<file path="config.mk">
export PLATFORM = sky130hd
export DESIGN_NAME = multicycle_ctrl_fsm
export DESIGN_NICKNAME = d
export VERILOG_FILES = /design/src/rtl/cpu_pkg.sv /design/src/rtl/mem_wait_watchdog.sv /design/src/rtl/multicycle_ctrl_fsm.sv
export SDC_FILE = /design/constraint.sdc
export NUM_CORES = 1
export LEC_CHECK = 0
export CAP_MARGIN = 25
export CORE_MARGIN = 2
export CORE_UTILIZATION = 45
export CTS_BUF_LIST = sky130_fd_sc_hd__clkbuf_8
export DETAILED_ROUTE_END_ITERATION = 7
export GPL_ROUTABILITY_DRIVEN = 0
export PLACE_DENSITY = 0.8
export SYNTH_ARGS = -nofsm -noshare
export SYNTH_HDL_FRONTEND = slang
export SYNTH_SLANG_ARGS = --single-unit
</file>
<file path="constraint.sdc">
create_clock -name clk -period 4.14 [get_ports clk]
set_input_delay 0.828 -clock clk [delete_from_list [all_inputs] [get_ports clk]]
set_output_delay 0.828 -clock clk [all_outputs]
set_load 0.1 [all_outputs]
</file>
<file path="src/rtl/cpu_pkg.sv">
// cpu_pkg: opcodes, datapath mux encodings and controller state enum shared by the multi-cycle core
package cpu_pkg;
  localparam int OP_RTYPE = 0;
  localparam int OP_J     = 2;
  localparam int OP_SLT   = 3;
  localparam int OP_BEQ   = 4;
  localparam int OP_LW    = 35;
  localparam int OP_XORI  = 42;
  localparam int OP_SW    = 43;
  localparam logic [1:0] ALUOP_FUNCT = 2'b00;
  localparam logic [1:0] ALUOP_SUB   = 2'b01;
  localparam logic [1:0] ALUOP_ADD   = 2'b10;
  localparam logic [1:0] ALUOP_OPC   = 2'b11;
  localparam logic [1:0] ALUSRCB_RT    = 2'b00;
  localparam logic [1:0] ALUSRCB_FOUR  = 2'b01;
  localparam logic [1:0] ALUSRCB_IMM   = 2'b10;
  localparam logic [1:0] ALUSRCB_IMMSH = 2'b11;
  localparam logic [1:0] PCSRC_ALU    = 2'b00;
  localparam logic [1:0] PCSRC_ALUOUT = 2'b01;
  localparam logic [1:0] PCSRC_JUMP   = 2'b10;
  typedef enum logic [3:0] {
    S_IDLE     = 4'd0,
    S_FETCH    = 4'd1,
    S_DECODE   = 4'd2,
    S_R_EXEC   = 4'd3,
    S_R_WB     = 4'd4,
    S_MEM_ADDR = 4'd5,
    S_MEM_RD   = 4'd6,
    S_LW_WB    = 4'd7,
    S_MEM_WR   = 4'd8,
    S_BRANCH   = 4'd9,
    S_JUMP     = 4'd10,
    S_I_EXEC   = 4'd11,
    S_I_WB     = 4'd12,
    S_TRAP     = 4'd13
  } state_t;
endpackage

</file>
<file path="src/rtl/mem_wait_watchdog.sv">
// mem_wait_watchdog: counts memory wait cycles and flags the cycle that would exceed the limit
module mem_wait_watchdog #(
  parameter int LIMIT = 15,
  parameter int CNT_W = 4
) (
  input  logic clk,
  input  logic rst_n,
  input  logic clr_i,
  input  logic en_i,
  output logic expired_o
);
  logic [CNT_W-1:0] cnt_q;
  always_ff @(posedge clk or negedge rst_n)
    if (!rst_n) cnt_q <= '0;
    else if (clr_i) cnt_q <= '0;
    else if (en_i) cnt_q <= cnt_q + 1'b1;
  // en_i already excludes mem_ready, so a ready on the last allowed cycle never expires
  assign expired_o = en_i && (cnt_q == CNT_W'(LIMIT - 1));
endmodule

</file>
<file path="src/rtl/multicycle_ctrl_fsm.sv">
// multicycle_ctrl_fsm: sequences FETCH/DECODE/EXEC/MEM/WB steps of the shared datapath with sticky trap
module multicycle_ctrl_fsm
  import cpu_pkg::*;
#(
  parameter int OPCODE_W   = 7,
  parameter int FUNCT_W    = 6,
  parameter int WAIT_LIMIT = 15,
  parameter int WAIT_CNT_W = 4
) (
  input  logic                clk,
  input  logic                rst_n,
  input  logic [OPCODE_W-1:0] opcode,
  input  logic                zero,
  input  logic                stall,
  input  logic                mem_ready,
  output logic                pc_write,
  output logic                pc_write_cond,
  output logic                iord,
  output logic                mem_read,
  output logic                mem_write,
  output logic                ir_write,
  output logic                reg_dst,
  output logic                reg_write,
  output logic                mem_to_reg,
  output logic                alu_src_a,
  output logic [1:0]          alu_src_b,
  output logic [1:0]          alu_op,
  output logic [1:0]          pc_source,
  output logic                instr_done,
  output logic                trap,
  output logic [3:0]          state_dbg
);
  state_t state_q, state_d;
  logic slt_q, slt_d;
  logic in_wait, advance, wd_exp;
  logic [FUNCT_W:0] unused_sig;
  // zero only qualifies pc_write_cond inside the datapath; funct is decoded by the ALU control
  assign unused_sig = {{FUNCT_W{1'b0}}, zero};
  assign in_wait = (state_q == S_FETCH) || (state_q == S_MEM_RD) || (state_q == S_MEM_WR);
  assign advance = mem_ready & ~stall;
  mem_wait_watchdog #(.LIMIT(WAIT_LIMIT), .CNT_W(WAIT_CNT_W)) u_wd (
    .clk       (clk),
    .rst_n     (rst_n),
    .clr_i     (~in_wait | advance),
    .en_i      (in_wait & ~stall & ~mem_ready),
    .expired_o (wd_exp)
  );
  always_ff @(posedge clk or negedge rst_n)
    if (!rst_n) begin
      state_q <= S_IDLE;
      slt_q   <= 1'b0;
    end else begin
      state_q <= state_d;
      slt_q   <= slt_d;
    end
  always_comb begin
    state_d = state_q;
    slt_d   = slt_q;
    if (!stall)
      case (state_q)
        S_IDLE:     state_d = S_FETCH;
        S_FETCH:    state_d = mem_ready ? S_DECODE : wd_exp ? S_TRAP : S_FETCH;
        S_DECODE: begin
          slt_d = opcode == OPCODE_W'(OP_SLT);
          case (opcode)
            OPCODE_W'(OP_RTYPE), OPCODE_W'(OP_SLT): state_d = S_R_EXEC;
            OPCODE_W'(OP_LW), OPCODE_W'(OP_SW):     state_d = S_MEM_ADDR;
            OPCODE_W'(OP_BEQ):                      state_d = S_BRANCH;
            OPCODE_W'(OP_J):                        state_d = S_JUMP;
            OPCODE_W'(OP_XORI):                     state_d = S_I_EXEC;
            default:                                state_d = S_TRAP;
          endcase
        end
        S_R_EXEC:   state_d = S_R_WB;
        S_MEM_ADDR: state_d = (opcode == OPCODE_W'(OP_SW)) ? S_MEM_WR : S_MEM_RD;
        S_MEM_RD:   state_d = mem_ready ? S_LW_WB : wd_exp ? S_TRAP : S_MEM_RD;
        S_MEM_WR:   state_d = mem_ready ? S_FETCH : wd_exp ? S_TRAP : S_MEM_WR;
        S_I_EXEC:   state_d = S_I_WB;
        S_R_WB, S_LW_WB, S_BRANCH, S_JUMP, S_I_WB: state_d = S_FETCH;
        S_TRAP:     state_d = S_TRAP;
        default:    state_d = S_TRAP;
      endcase
  end
  always_comb begin
    pc_write      = 1'b0;
    pc_write_cond = 1'b0;
    iord          = 1'b0;
    mem_read      = 1'b0;
    mem_write     = 1'b0;
    ir_write      = 1'b0;
    reg_dst       = 1'b0;
    reg_write     = 1'b0;
    mem_to_reg    = 1'b0;
    alu_src_a     = 1'b0;
    alu_src_b     = ALUSRCB_RT;
    alu_op        = ALUOP_FUNCT;
    pc_source     = PCSRC_ALU;
    instr_done    = 1'b0;
    trap          = 1'b0;
    case (state_q)
      S_FETCH: begin
        mem_read  = 1'b1;
        alu_src_b = ALUSRCB_FOUR;
        alu_op    = ALUOP_ADD;
        ir_write  = mem_ready;
        pc_write  = mem_ready;
        pc_source = PCSRC_ALU;
      end
      S_DECODE: begin
        alu_src_b = ALUSRCB_IMMSH;
        alu_op    = ALUOP_ADD;
      end
      S_R_EXEC: begin
        alu_src_a = 1'b1;
        alu_op    = slt_q ? ALUOP_OPC : ALUOP_FUNCT;
      end
      S_R_WB: begin
        reg_dst    = 1'b1;
        reg_write  = 1'b1;
        instr_done = 1'b1;
      end
      S_MEM_ADDR: begin
        alu_src_a = 1'b1;
        alu_src_b = ALUSRCB_IMM;
        alu_op    = ALUOP_ADD;
      end
      S_MEM_RD: begin
        mem_read = 1'b1;
        iord     = 1'b1;
      end
      S_LW_WB: begin
        reg_write  = 1'b1;
        mem_to_reg = 1'b1;
        instr_done = 1'b1;
      end
      S_MEM_WR: begin
        mem_write  = 1'b1;
        iord       = 1'b1;
        instr_done = mem_ready;
      end
      S_BRANCH: begin
        alu_src_a     = 1'b1;
        alu_op        = ALUOP_SUB;
        pc_write_cond = 1'b1;
        pc_source     = PCSRC_ALUOUT;
        instr_done    = 1'b1;
      end
      S_JUMP: begin
        pc_write   = 1'b1;
        pc_source  = PCSRC_JUMP;
        instr_done = 1'b1;
      end
      S_I_EXEC: begin
        alu_src_a = 1'b1;
        alu_src_b = ALUSRCB_IMM;
        alu_op    = ALUOP_OPC;
      end
      S_I_WB: begin
        reg_write  = 1'b1;
        instr_done = 1'b1;
      end
      S_TRAP:  trap = 1'b1;
      default: trap = 1'b0;
    endcase
    // a stalled step must not commit anything; requests stay visible to memory
    pc_write   = pc_write & ~stall;
    ir_write   = ir_write & ~stall;
    reg_write  = reg_write & ~stall;
    mem_write  = mem_write & ~stall;
    instr_done = instr_done & ~stall;
  end
  assign state_dbg = state_q;
endmodule

</file>
==> impl_metrics.py <==
metrics = {
    "status": {
        "run_status": "completed",
    },
    "clocking": {
        "cts.reportedPaths.clkPinSlew_ns": 0.05,
        "cts_buffer_depth": 2,
        "h-tree-depth": 1,
        "ctsHoldBuffers": 0,
        "root_buffer": "clkbuf_8",
        "cts_tree": "done",
        "clk_latency_ns": 0.23,
        "cts_buffers": 3,
        "cts_resized": 0,
        "cts_sinks": 9,
        "post_cts_buffers": 0,
    },
    "timing": {
        "slew_violations": 0,
        "skew_ns": 0.00133,
        "fin_tns_setup_ns": 0,
        "fmax_ghz": 0.317,
        "period_share_pct": 76.1,
        "hold_viol_final": 0,
        "slew_headroom_pct": 35.0,
        "post-route-min-period_ns": 3.15,
        "rsz0062_at_grt": "no",
        "setup_viol": 0,
        "tightest_slew_ns": 0.973,
    },
    "critical_path": {
        "reg2reg_depth": 4,
        "critical_path_class": "in2out",
        "crit_chain": "clkdlybuf4s50_1 > nor2_1 > o21ai_0 > nand2_1 > a21oi_1 > buf_4",
        "slowest_stage": "clkdlybuf4s50_1",
        "cp-end-kind": "output pin",
        "cp.arrival_ns": 2.32,
        "cp-start-kind": "input pin",
        "cpPeakStageDelay_ns": 0.72,
        "required_ns": 3.31,
        "path_max_fanout": 12,
    },
    "logic_synthesis": {
        "ys_ff_latch": 9,
        "yosysTopAreaCellShare_pct": 23.1,
        "syn_area_sq_um": 973,
        "yosys.area.top_type": "dfrtp_1",
        "synth_warnings": 0,
        "synth.area.top_cells": "dfrtp_1 23%, nor2_1 9.3%, o21ai_0 6.2%, a21oi_1 5.7%, nand2_1 5.0%",
        "ys_seq_area_share_pct": 23.1,
        "netlist_instances": 144,
        "synth_nets": 158,
        "yosysUniqueCellTypes": 37,
        "avgSynthCellArea_sq_um": 6.76,
    },
    "finish": {
        "drive_above_1_share_pct": 19.0,
        "num_antenna_cells": 0,
        "seq_area_sq_um": 225,
        "multi_input_area_sq_um": 692,
        "final_cells": 195,
        "area_delta_synth_final_pct": 33.0,
        "fillCellCount": 189,
        "num-nets-final": 183,
    },
    "hold_path": {
        "min_path_cells": 2,
        "min_path_type": "reg2reg",
    },
    "route": {
        "drcViolationCount": 0,
        "via_per_inst": 5.68,
        "drtIter0Drc": 38,
        "routed_wirelength_um": 2530,
        "ant_nets": 0,
        "first_pass_iters": 4,
        "wl_per_cell_um": 13.0,
        "num_vias": 1107,
    },
    "global_routing": {
        "antenna_found_initial": 0,
        "grt_overflow_total": 0,
        "grt_max_degree": 27,
        "grt_pass1_wl_um": 4430,
        "grt_usage_pct": 22.1,
        "grt_pass1_vias": 973,
    },
    "floorplanning": {
        "initial_core_util_pct": 48.6,
        "die_area_sq_um": 2550,
        "die_w_um": 50.5,
        "rows": 16,
        "core-area_sq_um": 2000,
        "pin_count": 34,
        "die_h_um": 50.5,
    },
    "job": {
        "cap_violations": 0,
    },
    "placement": {
        "dp_hpwl_um": 1900,
        "io_buffer_count": 32,
        "place_inst": 191,
    },
}
-- critical path, delay by kind of cell --
kind | cells | cell delay [ns]
simple gates | 2 | 0.15
compound gates | 2 | 0.31
buf+inv | 2 | 1.03
-- per-stage QoR --
| stage | hold slack, ns | setup WS (ns) | area [sq um] | utilization, % |
|---|---|---|---|---|
| 2_1_floorplan | 0.490 | 0.180 | 995 | - |
| 3_3_place_gp | 0.545 | 1.02 | 1250 | 62.4 |
| 3_5_place_dp | 0.566 | 1.00 | 1250 | 62.4 |
| 4_1_cts | 0.575 | 0.987 | 1290 | 64.7 |
| 5_1_grt | 0.612 | 0.896 | 1290 | 64.7 |
| 6_report | 0.574 | 0.990 | 1290 | 64.7 |
-- registers in the layout (all words and copies together) (netlist names) --
name / cells
state_dbg: 4
slt_q: 1
u_wd.cnt_q: 4
-- area by class of cell --
class | count | area share, %
timing repair buffer | 33 | 21.8
inverter | 4 | 1.16
clock buffer | 3 | 3.19
multi-input combinational | 118 | 53.4
sequential | 9 | 17.4
tap | 27 | 2.61
clock inverter | 1 | 0.386
-- Yosys cell counts --
cell type  count
nor2_1        24
nand2_1       13
o21ai_0       12
a21oi_1       11
dfrtp_1        9
nor3_1         8
clkbuf_1       6
nand2b_1       6
nor2b_1        6
buf_2          5
inv_1          4
nor4_1         4
nand3_1        3
a31oi_1        2
a32o_1         2
and3_1         2
buf_4          2
ha_1           2
mux2i_1        2
nand4_1        2
nor3_2         2
or3_1          2
a2111oi_0      1
a2111oi_2      1
a211oi_1       1
a21boi_0       1
a21o_1         1
a311oi_1       1
a32oi_1        1
a41oi_1        1
and4b_1        1
nand2b_2       1
nor2b_2        1
o21ai_1        1
o21bai_1       1
o22ai_1        1
o31ai_1        1
-- cell usage in the layout (no fill, tap or decap), drive strengths merged, types with 3 or more instances in the layout --
| cell | count |
|---|---|
| nor2 | 24 |
| clkbuf | 3 |
| a21oi | 11 |
| buf | 19 |
| inv | 4 |
| nor4 | 4 |
| nor2b | 7 |
| o21ai | 13 |
| nand2b | 7 |
| nand2 | 13 |
| dfrtp | 9 |
| nor3 | 10 |
| clkdlybuf4s50 | 14 |
| nand3 | 3 |
-- per-layer routing --
layer	GRT usage (%)	vias up	wire length, um	share of wire [%]
met3	2.68	0	139	5.5
li1	-	566	-	-
met5	0	-	0	0
met2	38.4	40	1260	50
met4	4.05	0	0	0
met1	29.5	501	1130	45
-- cells by family (layout without fill, tap and decap cells) --
kind of cell / count (synthesis) / in the layout / share of synthesized area (%)
AND/OR/NAND/NOR: 75 / 75 / 38.9
AO/OA/AOI/OAI: 39 / 39 / 25.3
buffers and inverters: 17 / 41 / 7.97
flip-flops: 9 / 9 / 23.1
adder cells (fa/ha/maj): 2 / 2 / 2.57
multiplexers: 2 / 2 / 2.06
-- path summary, 6_finish.rpt --
| check | start | endpoint | slack, ns |
|---|---|---|---|
| worst max-delay path | mem_ready | instr_done | 0.99 |
| worst min-delay path | u_wd.cnt_q[3] | u_wd.cnt_q[3] | 0.57 |
| worst max register to register | state_dbg[2] | state_dbg[2] | 2.24 |
| worst min register to register | u_wd.cnt_q[3] | u_wd.cnt_q[3] | 0.57 |
| max in group asynchronous | rst_n | u_wd.cnt_q[0] | 2.97 |
| min in group asynchronous | rst_n | slt_q | 0.89 |
Power is not shown: default switching activity piles up to over one toggle a cycle in this logic, so the estimate is an artifact.
